<file path="src/rtl/hv_assoc_search.sv">
// hv_assoc_search: associative-memory search over stored class hypervectors.
// It captures a query and can un-rotate it to undo the encoder's right shift.
// It then reads the class HVs one at a time, one outstanding read, and keeps the
// nearest class by Hamming distance. Ties keep the lower index.

// Per-lane popcount of one VEC_W-bit slice of the query/class difference.
module hv_assoc_popcnt_lane #(
    parameter int VEC_W = 64,
    parameter int CNT_W = $clog2(VEC_W + 1)
) (
    input  logic [VEC_W-1:0] vec_i,
    output logic [CNT_W-1:0] cnt_o
);

    // Count set bits of the lane slice.
    always_comb begin
        cnt_o = '0;
        for (int i = 0; i < VEC_W; i++) begin
            cnt_o = cnt_o + CNT_W'(vec_i[i]);
        end
    end

endmodule

module hv_assoc_search #(
    parameter int HVDimension    = 512,
    parameter int NumClasses     = 32,
    parameter int ClassAddrWidth = $clog2(NumClasses),
    parameter int MaxShiftAmt    = 4,
    parameter int ShiftWidth     = $clog2(MaxShiftAmt),
    parameter int DistWidth      = $clog2(HVDimension + 1)
) (
    input  logic                      clk_i,
    input  logic                      rst_ni,
    input  logic [HVDimension-1:0]    query_i,
    input  logic                      query_valid_i,
    output logic                      query_ready_o,
    input  logic [ClassAddrWidth:0]   num_classes_i,
    input  logic                      unshift_en_i,
    input  logic [ShiftWidth-1:0]     shift_amt_i,
    output logic [ClassAddrWidth-1:0] mem_addr_o,
    output logic                      mem_req_valid_o,
    input  logic                      mem_req_ready_i,
    input  logic [HVDimension-1:0]    mem_rsp_data_i,
    input  logic                      mem_rsp_valid_i,
    output logic [ClassAddrWidth-1:0] pred_o,
    output logic [DistWidth-1:0]      dist_o,
    output logic                      result_valid_o,
    input  logic                      result_ready_i,
    output logic                      busy_o
);

    // The distance adder tree is split into equal lanes; HVDimension must divide evenly.
    localparam int NUM_LANES = 8;
    localparam int VEC_W     = HVDimension / NUM_LANES;
    localparam int LANE_CW   = $clog2(VEC_W + 1);

    localparam logic [ClassAddrWidth:0] N_MAX = (ClassAddrWidth + 1)'(NumClasses);
    localparam logic [ClassAddrWidth:0] N_ONE = (ClassAddrWidth + 1)'(1);

    typedef enum logic [1:0] {
        S_IDLE,
        S_REQ,
        S_WAIT,
        S_DONE
    } state_e;

    state_e                          state_q, state_d;
    logic [HVDimension-1:0]          query_q;
    logic [HVDimension-1:0]          query_rot;
    logic [ClassAddrWidth:0]         n_q, n_clamped;
    logic [ClassAddrWidth-1:0]       idx_q, best_q;
    logic [DistWidth-1:0]            min_q, dist_cur;
    logic                            last_idx;
    logic                            capture;
    logic                            rsp_take;

    logic [NUM_LANES-1:0][VEC_W-1:0]   diff_lanes;
    logic [NUM_LANES-1:0][LANE_CW-1:0] lane_cnt;

    assign capture   = (state_q == S_IDLE) && query_valid_i;
    assign rsp_take  = (state_q == S_WAIT) && mem_rsp_valid_i;
    assign n_clamped = (num_classes_i > N_MAX) ? N_MAX : num_classes_i;
    assign last_idx  = ({1'b0, idx_q} == (n_q - N_ONE));

    // Left rotation undoing the encoder's right shift: codes 0..3 map to 1/4/8/16 bits.
    always_comb begin
        case (shift_amt_i)
            2'd1:    query_rot = {query_i[HVDimension-5:0],  query_i[HVDimension-1:HVDimension-4]};
            2'd2:    query_rot = {query_i[HVDimension-9:0],  query_i[HVDimension-1:HVDimension-8]};
            2'd3:    query_rot = {query_i[HVDimension-17:0], query_i[HVDimension-1:HVDimension-16]};
            default: query_rot = {query_i[HVDimension-2:0],  query_i[HVDimension-1]};
        endcase
    end

    assign diff_lanes = query_q ^ mem_rsp_data_i;

    for (genvar g = 0; g < NUM_LANES; g++) begin : g_lane
        hv_assoc_popcnt_lane #(
            .VEC_W (VEC_W),
            .CNT_W (LANE_CW)
        ) u_lane (
            .vec_i (diff_lanes[g]),
            .cnt_o (lane_cnt[g])
        );
    end

    // Sum the lane counts into the full Hamming distance.
    always_comb begin
        dist_cur = '0;
        for (int l = 0; l < NUM_LANES; l++) begin
            dist_cur = dist_cur + DistWidth'(lane_cnt[l]);
        end
    end

    // State register; reset aborts any search and drops in-flight responses.
    always_ff @(posedge clk_i or negedge rst_ni) begin
        if (!rst_ni) state_q <= S_IDLE;
        else         state_q <= state_d;
    end

    // Next-state logic: one outstanding read, REQ/WAIT per class.
    always_comb begin
        state_d = state_q;
        case (state_q)
            S_IDLE: if (query_valid_i)   state_d = (n_clamped == '0) ? S_DONE : S_REQ;
            S_REQ:  if (mem_req_ready_i) state_d = S_WAIT;
            S_WAIT: if (mem_rsp_valid_i) state_d = last_idx ? S_DONE : S_REQ;
            S_DONE: if (result_ready_i)  state_d = S_IDLE;
            default:                     state_d = S_IDLE;
        endcase
    end

    // Query capture and running nearest-class tracking; min starts all-ones so class 0 wins.
    always_ff @(posedge clk_i or negedge rst_ni) begin
        if (!rst_ni) begin
            query_q <= '0;
            n_q     <= '0;
            idx_q   <= '0;
            best_q  <= '0;
            min_q   <= '0;
        end else if (capture) begin
            query_q <= unshift_en_i ? query_rot : query_i;
            n_q     <= n_clamped;
            idx_q   <= '0;
            best_q  <= '0;
            min_q   <= '1;
        end else if (rsp_take) begin
            if (dist_cur < min_q) begin
                min_q  <= dist_cur;
                best_q <= idx_q;
            end
            if (!last_idx) idx_q <= idx_q + ClassAddrWidth'(1);
        end
    end

    assign query_ready_o   = (state_q == S_IDLE);
    assign busy_o          = (state_q != S_IDLE);
    assign mem_req_valid_o = (state_q == S_REQ);
    assign mem_addr_o      = idx_q;
    assign result_valid_o  = (state_q == S_DONE);
    assign pred_o          = best_q;
    assign dist_o          = min_q;

endmodule

</file>
<file path="config.mk">
export PLATFORM = sky130hd
export DESIGN_NAME = hv_assoc_search
export DESIGN_NICKNAME = d
export VERILOG_FILES = /design/src/rtl/hv_assoc_search.sv
export SDC_FILE = /design/constraint.sdc
export NUM_CORES = 2
export LEC_CHECK = 0
export CAP_MARGIN = 30
export CELL_PAD_IN_SITES_DETAIL_PLACEMENT = 0
export CELL_PAD_IN_SITES_GLOBAL_PLACEMENT = 1
export CORE_AREA = 2 2 418 420
export CTS_CLUSTER_DIAMETER = 150
export CTS_CLUSTER_SIZE = 20
export DETAILED_ROUTE_END_ITERATION = 6
export DIE_AREA = 0 0 420 422
export GPL_ROUTABILITY_DRIVEN = 0
export PLACE_DENSITY_LB_ADDON = 0.1
export SYNTH_ARGS = -nofsm -noshare
export SYNTH_HDL_FRONTEND = slang
export SYNTH_SLANG_ARGS = --single-unit
</file>
<file path="constraint.sdc">
create_clock -name clk_i -period 14.05 [get_ports clk_i]
set_clock_uncertainty 0.05 [all_clocks]
set_input_delay 2.81 -clock clk_i [delete_from_list [all_inputs] [get_ports clk_i]]
set_output_delay 2.81 -clock clk_i [all_outputs]
set_load 0.01 [all_outputs]
</file>
==> metrics.md <==
| Metric | Value |
|---|---|
| Initial antenna violation count | 74 |
| Largest net degree at the start of global routing | between 200 and 250 |
| Max Clk Rate | between 70 and 80 MHz |
| Max-slew violation count | 0 |
| Worst R2R Setup Slack | 2730 ps |
| Die height | 422 um |
| Fillers | 16930 |
| Port-buffer cells | between 1000 and 1500 |
| Cell taking the most area after synthesis | dfrtp_1 |
| Most frequent CP cell | fa_1 |
| Post-synthesis cell count | approximately 4700 |
| Core Box Area | 172900 sq um |
| Startpoint Class | input pin |
| R2R Path Start | query_q[366] |
| CTS tree | built |
| Final WL | around 220000 um |
| Overflow after GRT | 0 |
| Count leader, synth | dfrtp_1 |
| Synth warnings | 0 |
| Crit path required time | 14520 ps |
| Mapped Area | ~55000 sq um |
| Most instantiated cells after synthesis | dfrtp_1, nand2_1, o21ai_0 |
| Top area cells in the synthesized netlist | dfrtp_1, mux4_2, fa_1, mux2i_1, o21ai_0 |
| Post-Synth Simple-Gate Area | 0.04237 |
| CP Buf/Inv Count | 9 |
| Share of the synthesized area in the top cell type | 0.2453 |
| Worst slew margin | 0.2483 |
| Vias per cell | 5.087 |
| RSZ-0062 raised after global routing | true |
| Status | completed |
| # IOs | approximately 1100 |
| Setup violators final | 0 |
| Initial Util | 0.3186 |
| Min Tclk post-route | between 10000 and 15000 ps |
| Vias | 40570 |
| Final cell area excluding filler cells | 69120 sq um |
| Hold buffer count at CTS | 0 |
| #FFs+latches synth | between 500 and 600 |
| Top delay family on crit path | adder cells |
| Number of CTS-inserted buffers | 34 |
| Crit. End Element | register |
| NumNets Final | around 7300 |
| Routed Antenna Nets | 0 |
| Hold Path End | query_q[43] |
| Area after DPL | 68010 sq um |
| FP Rows | 153 |
| DR iter-0 viols | 2777 |
| Post-synthesis compound-gate area fraction | 0.05979 |
| Layout cell share with drive strength beyond 1 | 0.1120 |
| Synth cell types | 42 |
| Clk sinks | between 500 and 600 |
| Post-synthesis adder-cell area fraction | 0.2058 |
| Worst Reg-to-Reg Cells | 39 |
| Final hold vios | 0 |
| Area delta synth->final | 25.50% |
| Syn_nets | 6393 |
| Post-synthesis mux area share | 0.3035 |
| DP Wirelength | 171300 um |
| Largest family of logic cells by synthesized area | multiplexers |
| Residual DRC count | 0 |
| Most used DFF post-synth | dfrtp_1 |
| TritonRoute pass-1 iters | 7 |
| Tot GR Track Use | 0.2409 |
| Worst hold path cell count | 2 |
| Max Root-Sink Buffers | 3 |
| Period utilization | 0.9628 |
| Syn_area_per_cell | 11.64 sq um |
| Drt wl/cell | 27.08 um |
| Hold_sp | query_q[43] |
| CP max-delay cell | fa_1 |
| First-pass GRT wire length | 311400 um |
| Vias in the first global route | approximately 43000 |
| Worst Path Class, Setup | input pin to register |
| FF-to-FF End | dist_o[9] |
| Max incr delay on CP | about 570 ps |
| Post-Synth XOR/XNOR Area | 0.08825 |
| Async set-reset flop share out of synthesis | 1.000 |
| CP max FO | 10 |
| Worst-path clk slew | 90 ps |
| Clock Latency Late Sink | 620 ps |
| H-tree Lvls | 2 |
| Worst Tran Pin Value | 1127 ps |
| Number of flops mapped to enable cells by yosys | 0 |
| Die Area | 177200 sq um |
| Root buffer cell | clkbuf_16 |
| Worst hold path class | register to register |
| Arrival time at the worst endpoint | 14000 ps |
| Sequential element share of the synthesized area | 0.2453 |
| Max cap viols | 0 |
| Die X | 420 um |
[worst max-delay path by stage]
stage	cells after the start	from	endpoint	slack (ps)
3_5_place_dp	40	mem_rsp_data_i[366]	pred_o[0]	-300
2_1_floorplan	38	mem_rsp_data_i[366]	pred_o[0]	790
4_1_cts	40	mem_rsp_data_i[366]	pred_o[0]	400
3_3_place_gp	40	mem_rsp_data_i[366]	pred_o[1]	-220
6_report	39	mem_rsp_data_i[193]	dist_o[9]	520
5_1_grt	40	mem_rsp_data_i[376]	dist_o[5]	-6
[worst register-to-register path, delay by kind of cell, from the launching register on]
| kind | cells | cell delay [ps] |
|---|---|---|
| buffers and inverters | 10 | 760 |
| adders and majority gates | 17 | 7990 |
| DFF | 1 | 420 |
| AOI/OAI and AO/OA | 9 | 1520 |
| xor gates and xnor gates | 3 | 510 |
[per-layer routing]
metal	global-route usage	wire length (um)	vias to the layer above
li1	-	-	18150
met1	0.3137	88720	20880
met2	0.4033	108200	1260
met3	0.03339	10980	242
met4	0.09526	7808	34
met5	0	218	-
[flip-flops by register name, summed over array words and instances (netlist names)]
| signal | count |
|---|---|
| dist_o | 10 |
| mem_addr_o | 5 |
| n_q | 6 |
| pred_o | 5 |
| query_q | 512 |
| state_q | 2 |
[kinds of logic after synthesis]
group,count (synthesis)
and+or+nand+nor,588
DFF,540
AOI/OAI and AO/OA,625
buffers and inverters,772
xor gates and xnor gates,555
muxes,1030
adders and majority gates,622
[area by class of cell]
| class | instances | area (sq um) | area share |
|---|---|---|---|
| clock inverters | 7 | 53.80 | 0.0007783 |
| clock buffers | 39 | 933.4 | 0.01350 |
| diodes | 45 | 112.6 | 0.001629 |
| repair buffers | 1117 | 11230 | 0.1625 |
| inverters | 482 | 1809 | 0.02617 |
| flip-flops and latches | 540 | 13510 | 0.1955 |
| multi-input cells | 3420 | 38560 | 0.5579 |
| well taps | 2325 | 2909 | 0.04208 |
[cells in the final DEF, fill, tap and decap left out, types with 2 or more instances in the layout]
| master | n |
|---|---|
| nand2b_1 | 16 |
| dfrtp_1 | 540 |
| a21oi_2 | 4 |
| o21ai_1 | 8 |
| clkbuf_16 | 37 |
| nand4_1 | 2 |
| mux2i_1 | 517 |
| o21bai_1 | 9 |
| ha_1 | 149 |
| nor2b_1 | 11 |
| o21ai_0 | 531 |
| xor2_1 | 273 |
| inv_1 | 482 |
| buf_12 | 13 |
| clkdlybuf4s50_1 | 1058 |
| mux4_2 | 512 |
| nor2_1 | 7 |
| a21o_1 | 32 |
| clkinv_2 | 2 |
| clkbuf_1 | 2 |
| a21oi_1 | 32 |
| nor4_1 | 2 |
| nand2_1 | 538 |
| xnor2_1 | 281 |
| diode_2 | 45 |
| or3_1 | 2 |
| buf_4 | 41 |
| buf_8 | 4 |
| nand3b_1 | 3 |
| nor2_2 | 2 |
| clkinvlp_4 | 2 |
| fa_1 | 473 |
[stage by stage]
stage	utilization	instances	hold slack [ps]	worst slack [ps]	TNS [ps]
2_1_floorplan	-	4732	418.5	788.3	0
3_3_place_gp	0.3934	7883	430.1	-223.6	-2184
3_5_place_dp	0.3934	7884	439.4	-297.7	-3748
4_1_cts	0.3991	7930	459.5	405.0	0
5_1_grt	0.3998	7968	478.6	-5.624	-8.805
6_report	0.3999	7975	453.8	522.7	0
[what timing repair did]
| action | in CTS | in global routing |
|---|---|---|
| resized for setup | 0 | 3 |
| hold endpoints to repair | 0 | 0 |
| buffers inserted | 0 | 0 |
| setup endpoints to repair | 0 | 14 |
Power is left out: the tool's default activity adds up to more than one toggle a clock period on the data nets, which glitch-free logic cannot reach.
